$ cat config.mk
export PLATFORM = sky130hd
export DESIGN_NAME = instruction_fetch_memory
export DESIGN_NICKNAME = d
export VERILOG_FILES = /design/src/rtl/instruction_fetch_memory.sv
export SDC_FILE = /design/constraint.sdc
export NUM_CORES = 2
export LEC_CHECK = 0
export ABC_AREA = 0
export CAP_MARGIN = 5
export CELL_PAD_IN_SITES_DETAIL_PLACEMENT = 0
export CELL_PAD_IN_SITES_GLOBAL_PLACEMENT = 1
export CORE_MARGIN = 3
export CORE_UTILIZATION = 62
export CTS_BUF_LIST = sky130_fd_sc_hd__clkbuf_4 sky130_fd_sc_hd__clkbuf_8
export CTS_CLUSTER_SIZE = 10
export DETAILED_ROUTE_END_ITERATION = 7
export MAX_ROUTING_LAYER = met4
export PLACE_DENSITY_LB_ADDON = 0.1
export SLEW_MARGIN = 20
export SYNTH_ARGS = -nofsm -noshare
export SYNTH_HDL_FRONTEND = slang
export SYNTH_SLANG_ARGS = --single-unit
export TNS_END_PERCENT = 20
$ cat constraint.sdc
create_clock -name clock -period 7.65 [get_ports clock]
set_input_delay 0.765 -clock clock [delete_from_list [all_inputs] [get_ports clock]]
set_output_delay 0.765 -clock clock [all_outputs]
set_load 0.005 [all_outputs]
$ cat src/rtl/instruction_fetch_memory.sv
// Purpose : instruction store that is loaded by a word stream, then serves indexed instruction reads.
// Latency : reads return one cycle after rd_en; load words are written in the cycle they are accepted.
// Backpressure: load_ready is high only while loading; reads are never stalled (one per cycle).
//
// Ports:
//   clock, reset                 - single rising-edge clock, synchronous active-high reset
//   load_start                   - begin a new program load (ignored while a load is running)
//   load_valid/load_ready        - handshake for load_data; load_last marks the final word
//   load_data                    - word written at the current load pointer
//   load_done                    - one-cycle pulse in the first cycle after the final load word
//   load_count                   - number of words written by the most recent load
//   rd_en, endereco              - read request and address
//   instrucao, rd_valid, rd_error- registered read response; errored reads return NOP_WORD
module instruction_fetch_memory #(
  parameter int                    DATA_WIDTH = 8,
  parameter int                    ADDR_WIDTH = 8,
  parameter logic [DATA_WIDTH-1:0] NOP_WORD   = '0
) (
  input  logic                  clock,
  input  logic                  reset,
  input  logic                  load_start,
  input  logic                  load_valid,
  input  logic                  load_last,
  input  logic [DATA_WIDTH-1:0] load_data,
  output logic                  load_ready,
  output logic                  load_done,
  output logic [ADDR_WIDTH:0]   load_count,
  input  logic                  rd_en,
  input  logic [ADDR_WIDTH-1:0] endereco,
  output logic [DATA_WIDTH-1:0] instrucao,
  output logic                  rd_valid,
  output logic                  rd_error
);

  localparam int DEPTH = 2 ** ADDR_WIDTH;

  typedef enum logic [1:0] {
    IDLE  = 2'd0,
    LOAD  = 2'd1,
    READY = 2'd2
  } state_t;

  state_t                state;
  state_t                state_nxt;
  logic [ADDR_WIDTH-1:0] wr_ptr;
  logic [DATA_WIDTH-1:0] mem [DEPTH];

  logic                  enter_load;
  logic                  xfer;
  logic                  xfer_final;
  logic                  rd_hit;

  // Next-state and load handshake decode.
  always_comb begin
    state_nxt  = state;
    load_ready = 1'b0;
    enter_load = 1'b0;
    xfer       = 1'b0;
    xfer_final = 1'b0;
    case (state)
      IDLE, READY: begin
        if (load_start) begin
          state_nxt  = LOAD;
          enter_load = 1'b1;
        end
      end
      LOAD: begin
        load_ready = 1'b1;
        xfer       = load_valid;
        // A transfer into the last address ends the load even without
        // load_last, so the pointer never wraps onto word 0.
        xfer_final = load_valid && (load_last || (&wr_ptr));
        if (xfer_final) begin
          state_nxt = READY;
        end
      end
      default: state_nxt = IDLE;
    endcase
  end

  // Only words written by the current load are readable; anything at or
  // beyond load_count is stale and reported as an error.
  assign rd_hit = (state == READY) && ({1'b0, endereco} < load_count);

  always_ff @(posedge clock) begin
    if (reset) begin
      state <= IDLE;
    end else begin
      state <= state_nxt;
    end
  end

  always_ff @(posedge clock) begin
    if (reset) begin
      wr_ptr     <= '0;
      load_count <= '0;
      load_done  <= 1'b0;
    end else begin
      load_done <= xfer_final;
      if (enter_load) begin
        wr_ptr     <= '0;
        load_count <= '0;
      end else if (xfer) begin
        wr_ptr     <= wr_ptr + 1'b1;
        load_count <= load_count + 1'b1;
      end
    end
  end

  // Storage is deliberately never cleared: reset only blocks the write.
  always_ff @(posedge clock) begin
    if (xfer && !reset) begin
      mem[wr_ptr] <= load_data;
    end
  end

  // Read response; instrucao holds its last value on idle cycles.
  always_ff @(posedge clock) begin
    if (reset) begin
      rd_valid  <= 1'b0;
      rd_error  <= 1'b0;
      instrucao <= NOP_WORD;
    end else begin
      rd_valid <= rd_en;
      if (rd_en) begin
        rd_error  <= !rd_hit;
        instrucao <= rd_hit ? mem[endereco] : NOP_WORD;
      end else begin
        rd_error  <= 1'b0;
      end
    end
  end

endmodule

Word-level counts from Yosys, hierarchy flattened
Memories as Yosys holds them, arrays and structs flattened.
Cells that the tools add are included.

storage, ports and cells
  bits in registers = 30
  bits in writable memories = 2048
  bits of input ports = 22
  output and inout port bits = 21
  word-level logic and storage cells = 40
  memories = 1

cells by class
  $add $sub $neg = 2
  magnitude comparators = 1
  equal/unequal tests = 4
  mux-type cells = 10
  bitwise operators = 2
  reduce and logical (&&, ||, !) cells = 13

memories
  name  words  width  rd ports  clocked after memory_dff  write ports  RTL line  text
  mem   256    8      1         0                         1            46        logic [DATA_WIDTH-1:0] mem [DEPTH];

operators with widths
  kind                   number
  $add A9 B1 Y9 const B  1
  $lt A8 B9 Y1           1
  $add A8 B1 Y8 const B  1
  $mux W8                1
  $reduce_and A8 Y1      1
  $reduce_or A2 Y1       4
  $mux W1                6
  $mux W2                2
  $ne A2 B2 Y1 const B   2
  $pmux W2 S2            1
  $logic_and A1 B1 Y1    3
  $eq A2 B1 Y1 const B   1
  $eq A2 B2 Y1 const B   1
  $logic_not A1 Y1       2
  $logic_not A2 Y1       1
  $not A1 Y1             2
  $reduce_and A2 Y1      1
  $logic_or A1 B1 Y1     1

Depth between registers and ports, before layout
  depth in word-level cells = 5
  mapped depth = 12
  gate-level depth less buffers = 8

Worst setup path after synthesis
Ideal clock, no wire load.

  path type = input port to flip-flop
  start point = in endereco[1]
  end point = reg instrucao[2]
  library setup time = 0.117 ns
  arrival time = 2.818 ns
  data required time = 7.533 ns
  slack = 4.715 ns
  stages = 10
  cell sequence = buf_2 buf_4 buf_2 buf_1 mux4_2 a22oi_1 a21boi_0 nor4_1 nand4_1 a22o_1

between the ends
  word-level cells in the longest chain between the ends = 3
  elaborated cells between the ends (all ways) = 4
  those cells by class = 1 x order compare; 1 x mux; 1 x reduce/logical; 1 x memory

ends and longest elaborated chain
  item                                                                     RTL line  text
  from (decl)                                                              29        input logic [ADDR_WIDTH-1:0] endereco,
  parallel branches: the longest is 2 deep, another holds $mem_v2 Z256 W8  --
  $mux W8 (*)                                                              127       instrucao <= rd_hit ? mem[endereco] : NOP_WORD;
  to (signal assigned)                                                     127
  to (decl)                                                                30        output logic [DATA_WIDTH-1:0] instrucao,

Mark *: on every way between the ends.
A chain may end at the register's enable or synchronous reset.

Worst setup path after layout
  start point = reg state[0]
  end point = mem mem[106][2] (enable)

between the ends
  word-level cells in the longest chain between the ends = 5

ends and longest elaborated chain
  item                           RTL line  text
  from (decl)                    43        state_t state;
  from (signal assigned)         89        state <= state_nxt;
  $eq A2 B1 Y1                   60        case (state)
  $mux W1                        60
  $logic_and A1 B1 Y1            112       if (xfer && !reset) begin
  $mux W1                        112
  $mux W1 (not written as such)  113       mem[wr_ptr] <= load_data;
  to (decl)                      46

Every way passes these cells.

==> impl_metrics.tcl <==
set metrics [dict create \
    outcome "completed" \
    dp.cells 5740 \
    critPathKind "reg -> reg" \
    dieArea_mm2 0.137 \
    powerDensity_mw_per_mm2 253 \
    synth_most_common_cell "edfxtp_1" \
    synth_area_leader_cell "edfxtp_1" \
    synthesis.nets 4181 \
    slowest_stage "nand3_2" \
    viasPerCell 6.78 \
    preCtsSetupSlack_ns 2.76 \
    dp_hpwl_um 123000 \
    synth_area_mm2 0.0819 \
    core_area_mm2 0.130 \
    totalWireLength_um 211000 \
    drive_above_1_share_pct 21.9 \
    setup_ws_ns 3.66 \
    clock_sinks 2078 \
    slowest_delay_ns 1.15 \
    hold_violations 0 \
    grt_pass1_vias 42467 \
    die-height_um 370 \
    cts.reportedPaths.clkPinSlew_ns 0.06 \
    rr_worst_depth 4 \
    finalInstanceArea_mm2 0.0899 \
    fmax_mhz 250 \
    peakVddDrop_v 0.000234 \
    port_buffers 42 \
    finalNonFillerCells 6314 \
    cts_buffer_depth 4 \
    fin_skew_ns 0.0553 \
    slew_viol_final 0 \
    antenna_found_initial 6 \
    setup_viol 0 \
    die-width_um 370 \
    cts_buffers 336 \
    cts_setup_buffers 0 \
    ff2ff_setup_slack_ns 3.66 \
    grt_pass1_wl_um 304000 \
    drt_iter0_drc 6239 \
    synth_flop_cell "edfxtp_1" \
    timing.rr.end "mem[106][2]$_DFFE_PP_" \
    start_kind "flop" \
    crit_chain "nor2b_1 > and2_1 > nand3_2 > nor2_1" \
    worstPathArrival_ns 4.62 \
    cts_root_buf "clkbuf_8" \
    ant_nets 0 \
    wire_per_inst_um 33.5 \
    routed-via-count 42829 \
    clk_latency_ns 1.02 \
    cts_tree "done" \
    whs_endpoint "mem[79][2]$_DFFE_PP_" \
    worstPathRequired_ns 8.27 \
    r2r_start "state[0]$_SDFFE_PP0P_" \
    ys_seq_elements 2078 \
    cts_hold_buf 0 \
    cts_resized 0 \
    grt_usage_pct 32.5 \
    synth_top_area_share_pct 75.1 \
    post-route-period-util_pct 52.2 \
    p_leak_nw 28.6 \
    start_util_pct 62.9 \
    yosysUniqueCellTypes 72 \
    async_flop_share_pct 0 \
    cts-htree-levels 5 \
    area_growth_pct 9.72 \
    max_cap_violations 0 \
    fin_nets 4370 \
    crit_path_max_fanout 19 \
    fin_tns_setup_ns 0 \
    num_rows 132 \
    period_minus_slack_ns 3.99 \
    worst_slew_pin_slew_ns 1.20 \
    synth_common_cells "edfxtp_1 (2048), mux4_2 (346), mux2i_1 (318)" \
    rsz0062_at_grt "false" \
    gp_congestion 0.858 \
    yosysWarnings 0 \
    syn-mean-instance-area_um2 19.8 \
    placedInstanceArea_mm2 0.0836 \
    ys_seq_area_share_pct 75.8 \
    drcViolationCount 0 \
    synth_enable_flop_cells 2048 \
    ios 43 \
    grt_max_degree 142 \
    grt-ovfl-total 0 \
    synthCells 4147 \
    whs_ns 0.330 \
    min_from "load_data[2]" \
    drtPass1Iterations 6 \
    end_kind "flop" \
    fillers 8240 \
    holdCritPathClass "in -> reg" \
    holdPathStages 1 \
    synth_area_leaders "edfxtp_1 (75%), mux4_2 (9.5%), mux2i_1 (3.9%)" \
    max_slew_margin_pct 19.7 \
]
==> cell usage in the layout (no fill, tap or decap), drive strengths merged, types with 12 or more instances in the layout <==
| master | synthesis | routed |
|---|---|---|
| mux2i | 318 | 318 |
| o21ai | 78 | 78 |
| clkinv | 0 | 90 |
| a21oi | 60 | 60 |
| clkdlybuf4s50 | 0 | 26 |
| dfxtp | 30 | 30 |
| a211oi | 15 | 15 |
| a221o | 35 | 35 |
| ha | 12 | 12 |
| clkbuf | 112 | 471 |
| nand2b | 13 | 13 |
| edfxtp | 2048 | 2048 |
| o22ai | 12 | 12 |
| nand3 | 56 | 56 |
| nor3 | 29 | 29 |
| a22oi | 54 | 54 |
| buf | 153 | 82 |
| mux4 | 372 | 372 |
| o31ai | 24 | 24 |
| a221oi | 102 | 102 |
| nor2 | 311 | 311 |
| nor2b | 17 | 17 |
| mux2 | 15 | 15 |
| nand4 | 13 | 13 |
| or2 | 21 | 21 |
| nand2 | 106 | 106 |
| inv | 12 | 14 |
==> registers in the layout, indices dropped and copies added (netlist names) <==
| name | cells |
|---|---|
| rd_error | 1 |
| load_count | 9 |
| state | 2 |
| mem | 2048 |
| load_done | 1 |
| wr_ptr | 8 |
| instrucao | 8 |
| rd_valid | 1 |
==> worst max path at each step <==
stage / startpoint / endpoint / slack [ns] / depth (start not counted)
after floorplan: endereco[1] / instrucao[2]$_SDFFE_PP0P_ / 4.72 / 10
after global placement: endereco[0] / instrucao[0]$_SDFFE_PP0P_ / 2.77 / 8
after detailed placement: endereco[0] / instrucao[0]$_SDFFE_PP0P_ / 2.76 / 8
after CTS: state[0]$_SDFFE_PP0P_ / mem[90][1]$_DFFE_PP_ / 3.75 / 4
after global routing: state[0]$_SDFFE_PP0P_ / mem[90][1]$_DFFE_PP_ / 3.50 / 4
final: state[0]$_SDFFE_PP0P_ / mem[106][2]$_DFFE_PP_ / 3.66 / 4
==> kinds of logic after synthesis <==
family / Yosys count / share of synthesized area, %
and+or+nand+nor: 614 / 3.32
xor gates and xnor gates: 12 / 0.128
muxes: 705 / 14.4
adders and majority gates: 12 / 0.183
buffers and inverters: 277 / 2.12
AOI/OAI and AO/OA: 449 / 4.02
DFF: 2078 / 75.8
==> metal layers <==
metal | vias to the layer above | GRT usage [%] | routed length [um] | share of wire (%)
li1 | 17518 | - | - | -
met1 | 22379 | 47.4 | 84200 | 40
met2 | 2586 | 46.8 | 97800 | 46
met3 | 346 | 7.97 | 24100 | 11
met4 | 0 | 8.81 | 5270 | 2.5
met5 | - | - | 0 | 0
==> through the flow <==
step           util [%]  total power, mW
2_1_floorplan         -             13.4
3_3_place_gp       64.2             13.8
3_5_place_dp       64.2             13.8
4_1_cts            69.0             22.8
5_1_grt            69.0             23.4
6_report           69.0             22.7
==> where the power goes <==
group | total [mW] | switching [mW] | internal [mW]
registers | 12.5 | 0.00220 | 12.5
clock network | 9.12 | 4.19 | 4.93
logic | 1.08 | 0.732 | 0.348
==> layout make-up <==
type,instances,area (um^2),area share (%)
Tap cell,1742,2180,2.42
Inverter,12,50.0,0.0557
Multi-Input combinational cell,1792,18200,20.2
Antenna cell,6,15.0,0.0167
Timing Repair Buffer,116,1100,1.23
Sequential cell,2078,62100,69.1
Clock inverter,105,616,0.685
Clock buffer,463,5630,6.27
==> worst max-delay path, delay by kind of cell (launching register included) <==
kind	cells	cell delay [ns]
flops	1	0.35
simple gates	4	3.24
Power figures use the tool's default switching activity.
